[src/rtl/card_board.sv]
// card_board: whole memory-match board, pick handshake and show timer.
// Registered outputs; display lags the state register by one cycle.
module card_board #(
  parameter int NUM_CARDS   = 16,
  parameter int VAL_W       = 4,
  parameter int IDX_W       = 4,
  parameter int SHOW_CYCLES = 50000000,
  parameter int TURN_W      = 8
) (
  input  logic                       clock,
  input  logic                       resetn,
  input  logic                       start,
  input  logic [NUM_CARDS*VAL_W-1:0] values,
  input  logic                       pick_valid,
  input  logic [IDX_W-1:0]           pick_idx,
  output logic                       pick_ready,
  output logic                       pick_error,
  output logic [NUM_CARDS*VAL_W-1:0] display,
  output logic [NUM_CARDS-1:0]       removed,
  output logic [IDX_W-1:0]           match_count,
  output logic [TURN_W-1:0]          turns,
  output logic                       result_valid,
  output logic                       result_match,
  output logic                       done
);

  localparam int TMR_W =
    (SHOW_CYCLES > 1) ? $clog2(SHOW_CYCLES) : 1;
  localparam logic [TMR_W-1:0] TMR_LOAD =
    TMR_W'(SHOW_CYCLES - 1);
  localparam logic [IDX_W-1:0] PAIRS =
    IDX_W'(NUM_CARDS / 2);

  typedef enum logic [2:0] {
    IDLE, WAIT_A, WAIT_B, SHOW, DONE
  } state_t;

  state_t                     state_q;
  logic [VAL_W-1:0]           vals_q [NUM_CARDS];
  logic [NUM_CARDS-1:0]       removed_q;
  logic [IDX_W-1:0]           sel_a_q;
  logic [IDX_W-1:0]           sel_b_q;
  logic [TMR_W-1:0]           timer_q;
  logic [IDX_W-1:0]           match_count_q;
  logic [TURN_W-1:0]          turns_q;
  logic                       pick_ready_q;
  logic                       pick_error_q;
  logic                       result_valid_q;
  logic                       result_match_q;
  logic                       done_q;
  logic [NUM_CARDS*VAL_W-1:0] display_q;

  logic                       idx_hit;
  logic                       idx_rem;
  logic [VAL_W-1:0]           val_a;
  logic [VAL_W-1:0]           val_b;
  logic [NUM_CARDS-1:0]       sel_mask;
  logic                       pair_eq;
  logic                       rej_a;
  logic                       rej_b;
  logic                       accept;
  logic [IDX_W-1:0]           mc_inc;
  logic [NUM_CARDS*VAL_W-1:0] display_d;

  // Index lookups, pick validation and next display image.
  always_comb begin
    idx_hit   = 1'b0;
    idx_rem   = 1'b0;
    val_a     = '0;
    val_b     = '0;
    sel_mask  = '0;
    display_d = '0;
    for (int i = 0; i < NUM_CARDS; i++) begin
      if (pick_idx == IDX_W'(i)) begin
        idx_hit = 1'b1;
        idx_rem = removed_q[i];
      end
      if (sel_a_q == IDX_W'(i)) begin
        val_a       = vals_q[i];
        sel_mask[i] = 1'b1;
      end
      if (sel_b_q == IDX_W'(i)) begin
        val_b       = vals_q[i];
        sel_mask[i] = 1'b1;
      end
      unique case (1'b1)
        (state_q == IDLE):
          display_d[i*VAL_W +: VAL_W] = '0;
        (state_q == DONE),
        (state_q != IDLE && state_q != DONE
         && removed_q[i]):
          display_d[i*VAL_W +: VAL_W] = '1;
        default: begin
          if (((state_q == WAIT_B || state_q == SHOW)
               && sel_a_q == IDX_W'(i))
              || (state_q == SHOW
                  && sel_b_q == IDX_W'(i)))
            display_d[i*VAL_W +: VAL_W] = vals_q[i];
          else
            display_d[i*VAL_W +: VAL_W] = '0;
        end
      endcase
    end
    pair_eq = (val_a == val_b);
    rej_a   = !idx_hit || idx_rem;
    rej_b   = rej_a || (pick_idx == sel_a_q);
    accept  = pick_valid && pick_ready_q;
    mc_inc  = match_count_q + IDX_W'(1);
  end

  // Game FSM with its registered status outputs.
  always_ff @(posedge clock or negedge resetn) begin
    if (!resetn) begin
      state_q        <= IDLE;
      for (int i = 0; i < NUM_CARDS; i++)
        vals_q[i] <= '0;
      removed_q      <= '0;
      sel_a_q        <= '0;
      sel_b_q        <= '0;
      timer_q        <= '0;
      match_count_q  <= '0;
      turns_q        <= '0;
      pick_ready_q   <= 1'b0;
      pick_error_q   <= 1'b0;
      result_valid_q <= 1'b0;
      result_match_q <= 1'b0;
      done_q         <= 1'b0;
    end else begin
      pick_error_q   <= 1'b0;
      result_valid_q <= 1'b0;
      result_match_q <= 1'b0;
      if (start) begin
        for (int i = 0; i < NUM_CARDS; i++)
          vals_q[i] <= values[i*VAL_W +: VAL_W];
        removed_q     <= '0;
        match_count_q <= '0;
        turns_q       <= '0;
        sel_a_q       <= '0;
        sel_b_q       <= '0;
        state_q       <= WAIT_A;
        pick_ready_q  <= 1'b1;
        done_q        <= 1'b0;
      end else begin
        unique case (state_q)
          WAIT_A: begin
            if (accept) begin
              if (rej_a) begin
                pick_error_q <= 1'b1;
              end else begin
                sel_a_q <= pick_idx;
                state_q <= WAIT_B;
              end
            end
          end
          WAIT_B: begin
            if (accept) begin
              if (rej_b) begin
                pick_error_q <= 1'b1;
              end else begin
                sel_b_q      <= pick_idx;
                timer_q      <= TMR_LOAD;
                state_q      <= SHOW;
                pick_ready_q <= 1'b0;
              end
            end
          end
          SHOW: begin
            if (timer_q == '0) begin
              result_valid_q <= 1'b1;
              result_match_q <= pair_eq;
              if (turns_q != '1)
                turns_q <= turns_q + TURN_W'(1);
              if (pair_eq) begin
                removed_q     <= removed_q | sel_mask;
                match_count_q <= mc_inc;
              end
              if (pair_eq && mc_inc == PAIRS) begin
                state_q <= DONE;
                done_q  <= 1'b1;
              end else begin
                state_q      <= WAIT_A;
                pick_ready_q <= 1'b1;
              end
            end else begin
              timer_q <= timer_q - TMR_W'(1);
            end
          end
          IDLE, DONE: ;
          default: ;
        endcase
      end
    end
  end

  // Face codes registered from the previous edge's state.
  always_ff @(posedge clock or negedge resetn) begin
    if (!resetn)
      display_q <= '0;
    else
      display_q <= display_d;
  end

  assign pick_ready   = pick_ready_q;
  assign pick_error   = pick_error_q;
  assign display      = display_q;
  assign removed      = removed_q;
  assign match_count  = match_count_q;
  assign turns        = turns_q;
  assign result_valid = result_valid_q;
  assign result_match = result_match_q;
  assign done         = done_q;

endmodule
[config.mk]
export PLATFORM = sky130hd
export DESIGN_NAME = card_board
export DESIGN_NICKNAME = d
export VERILOG_FILES = /design/src/rtl/card_board.sv
export SDC_FILE = /design/constraint.sdc
export NUM_CORES = 1
export LEC_CHECK = 0
export CORE_MARGIN = 1
export CORE_UTILIZATION = 45
export CTS_CLUSTER_SIZE = 12
export DETAILED_ROUTE_END_ITERATION = 16
export PLACE_DENSITY = 0.69
export SETUP_SLACK_MARGIN = 0.02
export SLEW_MARGIN = 20
export SYNTH_ARGS = -nofsm -noshare
export SYNTH_HDL_FRONTEND = slang
export SYNTH_SLANG_ARGS = --single-unit
[constraint.sdc]
create_clock -name clock -period 5 [get_ports clock]
set_input_delay 0.5 -clock clock [delete_from_list [all_inputs] [get_ports clock]]
set_output_delay 0.5 -clock clock [all_outputs]
set_load 0.05 [all_outputs]
# Yosys cells after proc, flatten, opt, wreduce, memory -nomap -nowiden
# Index checks and enable logic that the tools add are counted.
# W data, S select, Z words.
dict set report word_totals {
  mem_count 0
  regBits 198
  ram_bits 0
  latch_bits 0
  output_inout_bits 97
  word_cells 393
  mem_bits_ro 0
  in_bits 72
}
dict set report classes {
  magnitude_cmp 0
  n_addsub 3
  mul 0
  reduce_logical 112
  div 0
  bitwise_logic 2
  eq_ne 65
  shifts 0
  n_mux 182
}
# cell n
set op_table {}
lappend op_table {{$mux W4} 60}
lappend op_table {{$pmux W4 S2} 16}
lappend op_table {{$eq A4 B4 Y1 const B} 25}
lappend op_table {{$mux W1} 84}
lappend op_table {{$mux W26} 3}
lappend op_table {{$mux W16} 4}
lappend op_table {{$pmux W26 S2} 1}
lappend op_table {{$logic_and A1 B1 Y1} 51}
lappend op_table {{$eq A4 B3 Y1 const B} 12}
lappend op_table {{$mux W8} 4}
lappend op_table {{$reduce_or A2 Y1} 16}
lappend op_table {{$logic_not A26 Y1} 1}
lappend op_table {{$sub A26 B1 Y26 const B} 1}
lappend op_table {{$eq A4 B2 Y1 const B} 6}
lappend op_table {{$mux W3} 7}
lappend op_table {{$logic_or A1 B1 Y1} 19}
lappend op_table {{$ne A3 B3 Y1 const B} 6}
lappend op_table {{$reduce_bool A2 Y1} 9}
lappend op_table {{$or A16 B16 Y16} 1}
lappend op_table {{$reduce_and A3 Y1} 5}
lappend op_table {{$eq A4 B1 Y1 const B} 3}
lappend op_table {{$logic_not A4 Y1} 3}
lappend op_table {{$ne A2 B2 Y1 const B} 5}
lappend op_table {{$reduce_and A5 Y1} 2}
lappend op_table {{other kinds (16)} 20}

# Longest topological paths before layout
dict set report depth {
  depth_word 24
  depth_mapped 12
  mapped_depth_nobuf 10
}

# Worst setup path after synthesis
# OpenSTA, ideal clock, no wires.
dict set report synth_timing {
  path_type {input to register}
  from {input port pick_idx[1]}
  to {register timer_q[25]}
  arrival_time_ns 2.972
  path_buffers 2
  required_ns 4.881
  slack_ns 1.908
  path_stages 10
  setup_ns 0.119
  path_cell_list {buf_2 > mux4_1 > mux4_2 > o31ai_4 > and3_1 > buf_6 > nand3_4 > or4_1 > xor2_1 > nand2_1}
}
dict set report synth_via {
  elab_chain_len 22
  elab_cells_between_ends 54
  cone_classes {17 x eq/ne; 32 x mux; 5 x reduce/logical}
}
# item line
set synth_rtl {}
lappend synth_rtl {{start, declared} 15} ;# input logic [IDX_W-1:0] pick_idx,
lappend synth_rtl {{$logic_not A4 Y1} 74} ;# if (pick_idx == IDX_W'(i)) begin
lappend synth_rtl {{$mux W1 (16 in series)} 74}
lappend synth_rtl {{$logic_not A1 Y1} 105} ;# rej_a = !idx_hit || idx_rem;
lappend synth_rtl {{$logic_or A1 B1 Y1} 105}
lappend synth_rtl {{$logic_or A1 B1 Y1 (*)} 106} ;# rej_b = rej_a || (pick_idx == sel_a_q);
lappend synth_rtl {{$ne A2 B2 Y1 (no line) (*)} -}
lappend synth_rtl {{$reduce_and A5 Y1 (no line) (*)} -}
lappend synth_rtl {{end signal, assigned} 185} ;# timer_q <= timer_q - TMR_W'(1);
lappend synth_rtl {{end, declared} 43} ;# logic [TMR_W-1:0] timer_q;
# Every way passes the cells marked *; elsewhere a longest branch is shown, timed or not.
# A chain may end at the register's enable or synchronous reset.

# Worst setup path after layout
dict set report layout_timing {
  from {register sel_a_q[0]}
  to {register match_count_q[0], in the netlist match_count[0]}
}
dict set report layout_via {
  elab_chain_len 20
  elab_cells_between_ends 35
  cone_classes {16 x eq/ne; 16 x mux; 3 x reduce/logical}
}
# item line
set layout_rtl {}
lappend layout_rtl {{start, declared} 41} ;# logic [IDX_W-1:0] sel_a_q;
lappend layout_rtl {{start signal, assigned} 150} ;# sel_a_q <= pick_idx;
lappend layout_rtl {{$logic_not A4 Y1} 78} ;# if (sel_a_q == IDX_W'(i)) begin
lappend layout_rtl {{$mux W4 (15 in series)} 78}
lappend layout_rtl {{$mux W4 (*)} 78}
lappend layout_rtl {{$eq A4 B4 Y1 (*)} 104} ;# pair_eq = (val_a == val_b);
lappend layout_rtl {{$reduce_bool A2 Y1 (no line) (*)} -}
lappend layout_rtl {{$reduce_and A3 Y1 (no line) (*)} -}
lappend layout_rtl {{end signal, assigned} 175} ;# match_count_q <= mc_inc;
lappend layout_rtl {{end, declared} 44} ;# logic [IDX_W-1:0] match_count_q;
# Marked as above.

==> reports/qor.yml <==
status: "finished with violations"
violations: "design-rule violations"
end_kind: "flip-flop"
wl_per_cell_um: 22.53
cts_setup_buffers: 0
setup_viol: 0
area.sequential_um2: 4955
critical_path.cell_chain: "nor2b_1 > a21oi_1 > nor4_1 > o41ai_2 > a31oi_1 > nand4_2 > mux2_2"
grt_pass1_wl_um: 49300
critPathTopFamily: "simple AND/OR/NAND/NOR gates"
synth_fp_nets: 1045
cts.path.max_buffers: 2
fin_skew_ns: 0.01106
dp_slack_ns: 1.023
grt-ovfl-total: 0
start_util: 0.4627
power.share.combinational: 0.222
cap_violations: 0
leakage_nw: 5.639
r2r-end: "match_count[0]$_DFFE_PN0P_"
num_vias: 8561
yosysWarnings: 0
placementRows: 54
clk_pin_slew_worst_paths_ns: 0.08
placed_cells: 1370
avgSynthCellArea_um2: 10.52
clockPowerShare: 0.324
maxClockFrequency_mhz: 247.6
fillers: 1863
worst-path-buf-inv: 0
multi_input_area_um2: 4848
slew_headroom: 0.3459
antenna_found_initial: 0
required_ns: 5.33
ys_ff_latch: 198
core_um2: 22030
drt.antenna.violating_nets: 0
die_h_um: 152.5
final.min_clock_period_ns: 4.038
track_usage: 0.2773
ys_seq_area_frac: 0.4861
final_cell_mix: "dfrtp_1 (198), clkdlybuf4s50_1 (166), nand2_1 (76)"
fin_area_um2: 12650
finalCritPeriodShare: 0.8077
grt_max_degree: 109
power_switching_mw: 1.374
rr_startpoint: "sel_a_q[0]$_DFFE_PN0P_"
clk_latency_ns: 0.45
final_common_cell: "dfrtp_1"
synthToLayoutAreaGrowth_pct: 24.12
fin_nets: 1185
dpl.hpwl_um: 22520
finalMaxSlewViolations: 0
via_per_inst: 6.106
h-tree-depth: 4
start_kind: "flip-flop"
grt_pass1_vias: 8499
finalNonFillerCells: 1402
diodes: 0
netlist.area_leader.share: 0.4861
slowest_stage: "nor2b_1"
synth.area.top_cells: "dfrtp_1 (49%), mux2_2 (8.3%), a21o_1 (4.9%)"
hp-class: "primary input to asynchronous set/reset pin"
synthArstFlopShare: 1.000
cts_root_buf: "clkbuf_16"
p_int_mw: 2.790
synth.distinct_cells: 72
die_w_um: 152.5
dieArea_um2: 23250
synth_area_um2: 10190
first_pass_iters: 11
fin_ws_ns: 0.9616
routed_wl_um: 31590
tns_ns: 0
rsz0062_at_grt: "no"
clock-sinks: 198
synth_edf_count: 0
final_hold_viol_count: 0
netlist_instances: 969
power_density_nw_per_um2: 329.1
cts_hold_buffers: 0
worstPathMaxFanout: 18
drt_iter0_markers: 733
worst_pin_slew_ns: 0.9791
power_mw: 4.164
numPortBuffers: 168
cts_resized: 0
ios: 169
reg2reg_depth: 7
reg2reg_slack_ns: 0.96
drive_gt1_frac: 0.1355
numCtsBuffers: 17
dpl_cell_area_um2: 12070
synth_top_area_cell: "dfrtp_1"
drc: 8
swShare: 0.3300
critical_path_class: "flip-flop to flip-flop"
slowest_delay_ns: 0.86
power_frac_seq: 0.454
cp.arrival_ns: 4.37
gp_congestion: 1.005
synth_flop_cell: "dfrtp_1"
cts_tree: "yes"
ir_drop_v: 0.0002160
-- cell families (layout without fill, tap and decap cells) --
family,after synthesis,after routing,share of synthesized area
flops,198,198,0.4861
xor+xnor,26,26,0.02234
simple gates,283,283,0.1418
fa+ha+maj,4,4,0.004911
mux,98,98,0.1217
compound gates,272,272,0.1843
buf+inv,88,241,0.03891
-- stage by stage --
step,utilization,hold WS (ns)
floorplan,-,0.2044
global placement,0.5482,0.4697
detailed placement,0.5482,0.4769
CTS,0.5740,0.1277
global route,0.5744,0.1414
finish,0.5744,0.09515
-- routing by layer --
| metal | GRT usage | part of all wire |
|---|---|---|
| met1 | 0.3902 | 0.45 |
| met2 | 0.4161 | 0.44 |
| met3 | 0.06684 | 0.075 |
| met4 | 0.1029 | 0.030 |
| met5 | 0 | 0 |
-- final cells by class --
class	count	area share
Timing Repair Buffer	189	0.1465
Clock inverter	14	0.01108
Multi-Input combinational cell	683	0.3832
Sequential cell	198	0.3917
Inverter	20	0.005934
Tap cell	280	0.02769
Clock buffer	18	0.03392
-- Yosys cell counts (6+ instances only) --
cell type / instances
dfrtp_1: 198
nand2_1: 76
mux2_2: 75
a21o_1: 66
o21ai_0: 59
nor2_1: 53
clkbuf_1: 42
a21oi_1: 37
nor3_1: 35
nor2b_1: 23
inv_1: 20
nand2b_1: 16
nand3_1: 16
o31ai_1: 16
xor2_1: 16
buf_2: 14
a31oi_1: 13
a32oi_1: 13
nor4_1: 12
a211oi_1: 11
mux2i_1: 11
xnor2_1: 10
a22oi_1: 8
mux4_2: 8
nand4_1: 8
or3_1: 8
buf_4: 7
o22ai_1: 6
-- flip-flops by register name, indices dropped and copies added, names as in the netlist --
name          flops
display          64
timer_q          26
pick_ready        1
state_q           3
sel_b_q           4
turns             8
result_valid      1
match_count       4
done              1
vals_q           64
pick_error        1
result_match      1
removed          16
sel_a_q           4
-- worst max-delay path by stage --
stage,start,depth (start not counted),to,slack (ns)
2_1_floorplan,pick_idx[1],10,timer_q[25]$_DFFE_PN0P_,1.91
3_3_place_gp,pick_idx[0],9,timer_q[25]$_DFFE_PN0P_,1.14
3_5_place_dp,pick_idx[0],9,timer_q[25]$_DFFE_PN0P_,1.02
4_1_cts,sel_a_q[0]$_DFFE_PN0P_,7,match_count[0]$_DFFE_PN0P_,1.11
5_1_grt,sel_a_q[0]$_DFFE_PN0P_,7,removed[0]$_DFFE_PN0P_,0.81
6_report,sel_a_q[0]$_DFFE_PN0P_,7,match_count[0]$_DFFE_PN0P_,0.96
-- power groups by stage --
stage | clock network, mW | logic (mW) | registers [mW]
after detailed placement | 0 | 0.905 | 1.91
after floorplan | 0 | 0.585 | 1.88
after CTS | 1.37 | 0.910 | 1.88
after global placement | 0 | 0.897 | 1.91
after global routing | 1.43 | 0.986 | 1.90
final | 1.35 | 0.923 | 1.89
Note: power is estimated with default switching activity, not from simulation.
